<file path="src/rtl/mc_ctrl_pkg.sv">
// rtl/mc_ctrl_pkg.sv - shared types and constants for the multicycle control unit
// Contents: state_t encoding, opcode values, mux select constants, control word layout.
package mc_ctrl_pkg;

    localparam int OPW_DEF = 6;
    localparam int STW_DEF = 4;

    typedef enum logic [3:0] {
        S_FETCH  = 4'd0,
        S_DECODE = 4'd1,
        S_MEMADR = 4'd2,
        S_MEMRD  = 4'd3,
        S_MEMWB  = 4'd4,
        S_MEMWR  = 4'd5,
        S_EXEC   = 4'd6,
        S_ALUWB  = 4'd7,
        S_BEQ    = 4'd8,
        S_ADDIEX = 4'd9,
        S_ADDIWB = 4'd10,
        S_JMP    = 4'd11
    } state_t;

    localparam logic [5:0] OP_RTYPE = 6'b000000;
    localparam logic [5:0] OP_LW    = 6'b100011;
    localparam logic [5:0] OP_SW    = 6'b101011;
    localparam logic [5:0] OP_BEQ   = 6'b000100;
    localparam logic [5:0] OP_ADDI  = 6'b001000;
    localparam logic [5:0] OP_J     = 6'b000010;

    localparam logic [1:0] ALUOP_ADD   = 2'b00;
    localparam logic [1:0] ALUOP_SUB   = 2'b01;
    localparam logic [1:0] ALUOP_FUNCT = 2'b10;

    localparam logic [1:0] SRCB_B      = 2'b00;
    localparam logic [1:0] SRCB_FOUR   = 2'b01;
    localparam logic [1:0] SRCB_IMM    = 2'b10;
    localparam logic [1:0] SRCB_IMMSH  = 2'b11;

    localparam logic [1:0] PCSRC_ALU    = 2'b00;
    localparam logic [1:0] PCSRC_ALUOUT = 2'b01;
    localparam logic [1:0] PCSRC_JUMP   = 2'b10;

    typedef struct packed {
        logic       iord;
        logic       memwrite;
        logic       irwrite;
        logic       regdst;
        logic       memtoreg;
        logic       regwrite;
        logic       alusrca;
        logic [1:0] alusrcb;
        logic [1:0] pcsrc;
        logic [1:0] aluop;
        logic       pcwrite;
        logic       branch;
    } ctrl_t;

    localparam int CTRL_W = $bits(ctrl_t);

    function automatic logic op_is_legal(input logic [5:0] op);
        return (op == OP_RTYPE) || (op == OP_LW) || (op == OP_SW) ||
               (op == OP_BEQ) || (op == OP_ADDI) || (op == OP_J);
    endfunction

endpackage

</file>
<file path="src/rtl/mc_outdec.sv">
// rtl/mc_outdec.sv - per-state control word decoder
// Ports: state_i (current state), mem_ready_i (memory handshake), ctrl_o (packed ctrl_t).
module mc_outdec
    import mc_ctrl_pkg::*;
(
    input  logic [3:0]        state_i,
    input  logic              mem_ready_i,
    output logic [CTRL_W-1:0] ctrl_o
);

    ctrl_t cw;

    always_comb begin
        cw = '0;
        case (state_t'(state_i))
            S_FETCH: begin
                cw.alusrcb = SRCB_FOUR;
                // IR and PC only advance once the instruction fetch completes
                cw.irwrite = mem_ready_i;
                cw.pcwrite = mem_ready_i;
            end
            S_DECODE: begin
                cw.alusrcb = SRCB_IMMSH;
            end
            S_MEMADR: begin
                cw.alusrca = 1'b1;
                cw.alusrcb = SRCB_IMM;
            end
            S_MEMRD: begin
                cw.iord = 1'b1;
            end
            S_MEMWB: begin
                cw.memtoreg = 1'b1;
                cw.regwrite = 1'b1;
            end
            S_MEMWR: begin
                // write stays asserted through every wait cycle of the store
                cw.iord     = 1'b1;
                cw.memwrite = 1'b1;
            end
            S_EXEC: begin
                cw.alusrca = 1'b1;
                cw.aluop   = ALUOP_FUNCT;
            end
            S_ALUWB: begin
                cw.regdst   = 1'b1;
                cw.regwrite = 1'b1;
            end
            S_BEQ: begin
                cw.alusrca = 1'b1;
                cw.aluop   = ALUOP_SUB;
                cw.pcsrc   = PCSRC_ALUOUT;
                cw.branch  = 1'b1;
            end
            S_ADDIEX: begin
                cw.alusrca = 1'b1;
                cw.alusrcb = SRCB_IMM;
            end
            S_ADDIWB: begin
                cw.regwrite = 1'b1;
            end
            S_JMP: begin
                cw.pcsrc   = PCSRC_JUMP;
                cw.pcwrite = 1'b1;
            end
            default: begin
                cw = '0;
            end
        endcase
    end

    assign ctrl_o = cw;

endmodule

</file>
<file path="src/rtl/multicycle_ctrl.sv">
// rtl/multicycle_ctrl.sv - multicycle MIPS-subset control FSM
// Inputs: clk, reset (sync, active-high), op, zero, mem_ready.
// Outputs: datapath mux selects and write enables, pcen, illegal_op pulse, debug state.
module multicycle_ctrl
    import mc_ctrl_pkg::*;
#(
    parameter int OPW = 6,
    parameter int STW = 4
) (
    input  logic           clk,
    input  logic           reset,
    input  logic [OPW-1:0] op,
    input  logic           zero,
    input  logic           mem_ready,
    output logic           iord,
    output logic           memwrite,
    output logic           irwrite,
    output logic           regdst,
    output logic           memtoreg,
    output logic           regwrite,
    output logic           alusrca,
    output logic [1:0]     alusrcb,
    output logic [1:0]     pcsrc,
    output logic [1:0]     aluop,
    output logic           pcen,
    output logic           illegal_op,
    output logic [STW-1:0] state
);

    state_t            state_q;
    state_t            state_d;
    logic [CTRL_W-1:0] ctrl_bits;
    ctrl_t             cw;
    logic [5:0]        op6;

    assign op6 = 6'(op);

    // state register
    always_ff @(posedge clk) begin
        if (reset) begin
            state_q <= S_FETCH;
        end else begin
            state_q <= state_d;
        end
    end

    // next-state logic
    always_comb begin
        state_d = state_q;
        case (state_q)
            S_FETCH:  if (mem_ready) state_d = S_DECODE;
            S_DECODE: begin
                case (op6)
                    OP_LW, OP_SW: state_d = S_MEMADR;
                    OP_RTYPE:     state_d = S_EXEC;
                    OP_BEQ:       state_d = S_BEQ;
                    OP_ADDI:      state_d = S_ADDIEX;
                    OP_J:         state_d = S_JMP;
                    default:      state_d = S_FETCH;
                endcase
            end
            S_MEMADR: begin
                if (op6 == OP_LW) begin
                    state_d = S_MEMRD;
                end else if (op6 == OP_SW) begin
                    state_d = S_MEMWR;
                end else begin
                    state_d = S_FETCH;
                end
            end
            S_MEMRD:  if (mem_ready) state_d = S_MEMWB;
            S_MEMWR:  if (mem_ready) state_d = S_FETCH;
            S_EXEC:   state_d = S_ALUWB;
            S_ADDIEX: state_d = S_ADDIWB;
            S_MEMWB, S_ALUWB, S_ADDIWB, S_BEQ, S_JMP: state_d = S_FETCH;
            default:  state_d = S_FETCH;
        endcase
    end

    // output decode
    mc_outdec u_outdec (
        .state_i     (state_q),
        .mem_ready_i (mem_ready),
        .ctrl_o      (ctrl_bits)
    );

    assign cw = ctrl_t'(ctrl_bits);

    // Write-type enables are squashed during reset so an aborted instruction
    // cannot leave a partial write behind.
    always_comb begin
        iord       = cw.iord;
        memwrite   = cw.memwrite & ~reset;
        irwrite    = cw.irwrite & ~reset;
        regdst     = cw.regdst;
        memtoreg   = cw.memtoreg;
        regwrite   = cw.regwrite & ~reset;
        alusrca    = cw.alusrca;
        alusrcb    = cw.alusrcb;
        pcsrc      = cw.pcsrc;
        aluop      = cw.aluop;
        pcen       = (cw.pcwrite | (cw.branch & zero)) & ~reset;
        illegal_op = (state_q == S_DECODE) & ~op_is_legal(op6) & ~reset;
        state      = STW'(state_q);
    end

endmodule

</file>
<file path="config.mk">
export PLATFORM = sky130hd
export DESIGN_NAME = multicycle_ctrl
export DESIGN_NICKNAME = d
export VERILOG_FILES = /design/src/rtl/mc_ctrl_pkg.sv /design/src/rtl/mc_outdec.sv /design/src/rtl/multicycle_ctrl.sv
export SDC_FILE = /design/constraint.sdc
export NUM_CORES = 1
export LEC_CHECK = 0
export BUFFER_PORTS_ARGS = -buffer_cell sky130_fd_sc_hd__buf_2
export CORE_MARGIN = 2
export CORE_UTILIZATION = 38
export DETAILED_ROUTE_END_ITERATION = 10
export PLACE_DENSITY = 0.78
export SYNTH_ARGS = -nofsm -noshare
export SYNTH_HDL_FRONTEND = slang
export SYNTH_SLANG_ARGS = --single-unit
</file>
<file path="constraint.sdc">
create_clock -name clk -period 1.2 [get_ports clk]
set_input_delay 0.24 -clock clk [delete_from_list [all_inputs] [get_ports clk]]
set_output_delay 0.24 -clock clk [all_outputs]
set_load 0.05 [all_outputs]
</file>
==> impl_metrics.csv, run 1 <==
group,metric,value,unit
status,status,"aborted with a tool error",
status,lastStage,"4_1_cts",
status,toolErrorMsg,"[ERROR DPL-0033] detailed placement checks failed during check placement.",
floorplanning,io_pins,29,
synthesis,synthFlopType,"dfxtp_1",
clock_network,cts_max_level,1,
synthesis,synth.avg_cell_area,6.799,um^2
floorplanning,fp.dieW,40.88,um
synthesis,ys_async_sr_fraction,0,%
synthesis,synth-edff-count,0,
synthesis,yosysSeqAreaShare,15.50,%
synthesis,synth_nets,86,
synthesis,synth_seq_cells,4,
synthesis,synth_cell_types,34,
floorplanning,initial_utilization,40.21,%
clock_network,clock_path_buffers,2,
synthesis,synth_top_area_share,15.50,%
synthesis,yosysTopAreaCell,"dfxtp_1",
placement,portBuffers,28,
clock_network,cts.sinks,4,
clock_network,cts_inserted_buffers,3,
clock_network,cts-root-buf,"clkbuf_4",
clock_network,ctsHoldBuffers,0,
synthesis,synth_cells,76,
synthesis,synth_common_cells,"nor2_1, nor3_1, o21ai_0",
placement,dp.cells,144,
placement,place.gp.congestion,0.9070,
clock_network,cts.repair.resized,59,
placement,hpwl,1.614,mm
floorplanning,rows,13,
clock_network,cts_setup_buffers,1,
synthesis,ys_warn_count,0,
synthesis,synth_area_leaders,"dfxtp_1, nand2b_1, nor3_1, o21ai_0, a21oi_1",
floorplanning,die_h,40.88,um
synthesis,netlist_area,516.7,um^2
==> logic make-up after synthesis <==
kind of cell,synth area share (%)
flip-flops,15.50
buffers and inverters,8.474
XOR/XNOR,3.390
AO/OA/AOI/OAI,23.73
multiplexers,2.179
AND/OR/NAND/NOR,46.73
==> per-stage QoR <==
stage / setup WS [ps] / hold WS (ps) / utilization [%] / area [um^2] / setup TNS [ps]
2_1_floorplan: -713.2 / 299.7 / - / 690.7 / -5167
3_3_place_gp: -376.7 / 574.9 / 80.04 / 1028 / -3167
3_5_place_dp: -404.9 / 582.9 / 80.04 / 1028 / -3763
==> inputs of run 2 (changes only) <==
- CORE_AREA: unset -> 2 2 63 65
- CORE_MARGIN: 2 -> unset
- CORE_UTILIZATION: 38 -> unset
- DIE_AREA: unset -> 0 0 65 67
- PLACE_DENSITY: 0.78 -> unset
- PLACE_DENSITY_LB_ADDON: unset -> 0.15
- clock period: 1.2 -> 1.6 ns (I/O delays scaled with it)
==> run 2 against run 1 <==
  * The flow now finishes, with violations (setup timing)
  * Synthesized area did not move
  * Synthesized cell count stayed put
==> impl_metrics.csv, run 2 <==
group,metric,value,unit
status,status,"finished, violations left",
status,violations,"setup timing",
drt,ant_nets,0,
synthesis,yosysSeqAreaShare,15.50,%
timing,fmax,594.1,MHz
worst_hold_path,min_delay_path_depth,3,
drt,wire_per_inst,11.34,um
synthesis,synthAdderAreaFrac,0,%
synthesis,synth_top_family_by_area,"simple AND/OR/NAND/NOR gates",
synthesis,synthMuxAreaShare,2.179,%
drt,finalWirelength,2.008,mm
worst_setup_path,worst_setup_path_end_kind,"output pin",
timing,period_share,105.2,%
worst_setup_path,critPathBufInv,2,
worst_setup_path,crit_end,"illegal_op",
drt,drtIter0Drc,21,
finish,antenna_cells,0,
power_and_ir_drop,peakVddDrop,129.3,uV
timing,setup_tns,-328.0,ps
placement,hpwl,1.712,mm
clock_network,cts_inserted_buffers,3,
synthesis,synth_top_area_share,15.50,%
grt,grt_pass1_vias,699,
placement,place.gp.congestion,0.7084,
worst_setup_path,crit_path_start_kind,"primary input",
worst_setup_path,cp_data_required_time,1280,ps
timing,worst_pin_slew,343.6,ps
worst_setup_path,r2r_slack,280,ps
synthesis,synth_area_leaders,"dfxtp_1, nand2b_1, nor3_1, o21ai_0, a21oi_1",
synthesis,netlist_area,516.7,um^2
worst_setup_path,crit_path_max_fanout,2,
timing,rsz0062_at_grt,"true",
drt,drc,0,
finish,n_fill_cell,387,
floorplanning,fp.dieW,65,um
clock_network,cts_max_level,1,
synthesis,synthSimpleGateAreaFrac,46.73,%
synthesis,yosysTopAreaCell,"dfxtp_1",
grt,grt_max_degree,10,
clock_network,cts-root-buf,"clkbuf_8",
timing,slew_violations,0,
grt,grtUsageTotal,9.669,%
drt,vias,750,
worst_setup_path,path_class,"in -> out",
worst_setup_path,cp_common_cell,"buf_6",
timing,layout_setup_ws,-83.29,ps
floorplanning,core_area,3606,um^2
finish,area_growth,139.0,%
grt,grt-ovfl-total,0,
placement,dp_slack,-194.2,ps
grt,antenna_found_initial,0,
floorplanning,die_h,67,um
floorplanning,dieArea,4355,um^2
timing,worst_slew_margin_rel,76.50,%
synthesis,ys_async_sr_fraction,0,%
worst_setup_path,startpoint,"op[0]",
job,maxCapViolCount,0,
synthesis,synth.avg_cell_area,6.799,um^2
placement,portBuffers,28,
clock_network,worstSkewPairLatency,210,ps
clock_network,ctsHoldBuffers,0,
floorplanning,io_pins,29,
timing,setup_violations,6,
worst_setup_path,path_delay_family,"simple AND/OR/NAND/NOR gates",
finish,num-nets-final,141,
worst_setup_path,arrival,1360,ps
floorplanning,initial_utilization,14.33,%
worst_setup_path,slowest_stage,"or4_4",
finish,layout_common_cells,"buf_4, buf_2, buf_6, o21ai_0",
synthesis,synth_common_cells,"nor2_1, nor3_1, o21ai_0",
synthesis,synthFlopType,"dfxtp_1",
finish,final_cells,177,
power_and_ir_drop,p_per_area,391.1,nW/um^2
synthesis,synth_nets,86,
drt,first_pass_iters,4,
clock_network,cts.clk_slew.worst_paths,30,ps
drt,viasPerCell,4.237,
synthesis,synth-edff-count,0,
synthesis,ys_warn_count,0,
synthesis,synth_xor_area_share,3.390,%
worst_setup_path,reg2reg_depth,4,
synthesis,synth_compound_area_share,23.73,%
clock_network,cts.sinks,4,
placement,dp.cells,169,
worst_setup_path,cpPeakStageDelay,540,ps
worst_setup_path,cp_num_cells,5,
timing,hold_viol_final,0,
grt,grt_pass1_wl,3.325,mm
synthesis,synth_cells,76,
worst_setup_path,reg2reg_to,"state[1]$_SDFFE_PP0P_",
finish,layout_commonest_cell,"buf_4",
clock_network,cts_tree,"built",
floorplanning,rows,22,
finish,drive_above_1_share,72.09,%
timing,final.min_clock_period,1683,ps
power_and_ir_drop,leakage,0.4887,nW
worst_hold_path,worst_hold_path_type,"in -> reg",
timing,fin_skew,0.8471,ps
synthesis,synth_cell_types,34,
finish,largest_reg_flops,4,
worst_setup_path,cp_cell_sequence,"buf_6, or4_4, nor3_4, nor3b_4, buf_6",
synthesis,synth_seq_cells,4,
worst_setup_path,r2r_start,"state[3]$_SDFFE_PP0P_",
clock_network,clock_path_buffers,2,
[run 2: cell counts after synthesis]
No cell type changed its count.
[run 2: power by group]
| part | leakage (nW) | internal [W] | switching (W) |
|---|---|---|---|
| sequential | 0.0355 | 0.0000979 | 0.00000621 |
| clock | 0.0216 | 0.000160 | 0.0000444 |
| combinational | 0.432 | 0.0000804 | 0.0000944 |
[run 2: worst min-delay path: cells and delay by family]
kind,cells,cell delay (ps)
buffers and inverters,2,260
AOI/OAI and AO/OA,1,50
[run 2: kinds of logic (layout without fill, tap and decap cells)]
family                    count (synthesis)  count (layout)
xor gates and xnor gates                  2               2
and+or+nand+nor                          41              41
AOI/OAI and AO/OA                        20              20
muxes                                     1               1
buffers and inverters                     8              61
DFF                                       4               4
[run 2: area by class of cell]
type                            instances  area, um^2  share of cell area (%)
Clock buffer                            3       41.29                   3.343
Timing Repair Buffer                   55       442.9                   35.87
Sequential cell                         4       95.09                   7.700
Inverter                                3       15.01                   1.216
Multi-Input combinational cell         64       580.6                   47.01
Tap cell                               48       60.06                   4.863
[run 2: worst min-delay path by stage]
stage,start,to,slack (ps)
floorplan,reset,state[1]$_SDFFE_PP0P_,380
global placement,state[2]$_SDFFE_PP0P_,state[1]$_SDFFE_PP0P_,650
detailed placement,state[2]$_SDFFE_PP0P_,state[1]$_SDFFE_PP0P_,650
CTS,reset,state[1]$_SDFFE_PP0P_,470
global route,reset,state[1]$_SDFFE_PP0P_,490
finish,reset,state[1]$_SDFFE_PP0P_,470
[run 2: per-layer routing]
metal / wire, um / vias up / part of all wire, % / global-route usage, %
met5: 0 / - / 0 / 0
met4: 0 / 0 / 0 / 2.394
met3: 97 / 0 / 4.8 / 1.182
met2: 997 / 23 / 50 / 17.27
met1: 913 / 339 / 45 / 12.24
li1: - / 388 / - / -
[run 2: timing repair]
item	4_1_cts	5_1_grt
setup endpoints to repair	12	14
resized for setup	34	7
cloned	0	0
pin swaps	5	0
setup buffers	4	1
[run 2: metrics by stage]
stage / utilization [%] / area (um^2) / total power [W] / hold WS, ps
floorplan: - / 666.9 / 0.0001915 / 379.7
global placement: 27.69 / 998.5 / 0.0002576 / 651.2
detailed placement: 27.69 / 998.5 / 0.0002586 / 650.0
CTS: 33.21 / 1197 / 0.0004852 / 472.1
global route: 34.25 / 1235 / 0.0005114 / 492.5
finish: 34.25 / 1235 / 0.0004830 / 465.2
Note: power is estimated with default switching activity, not from simulation.
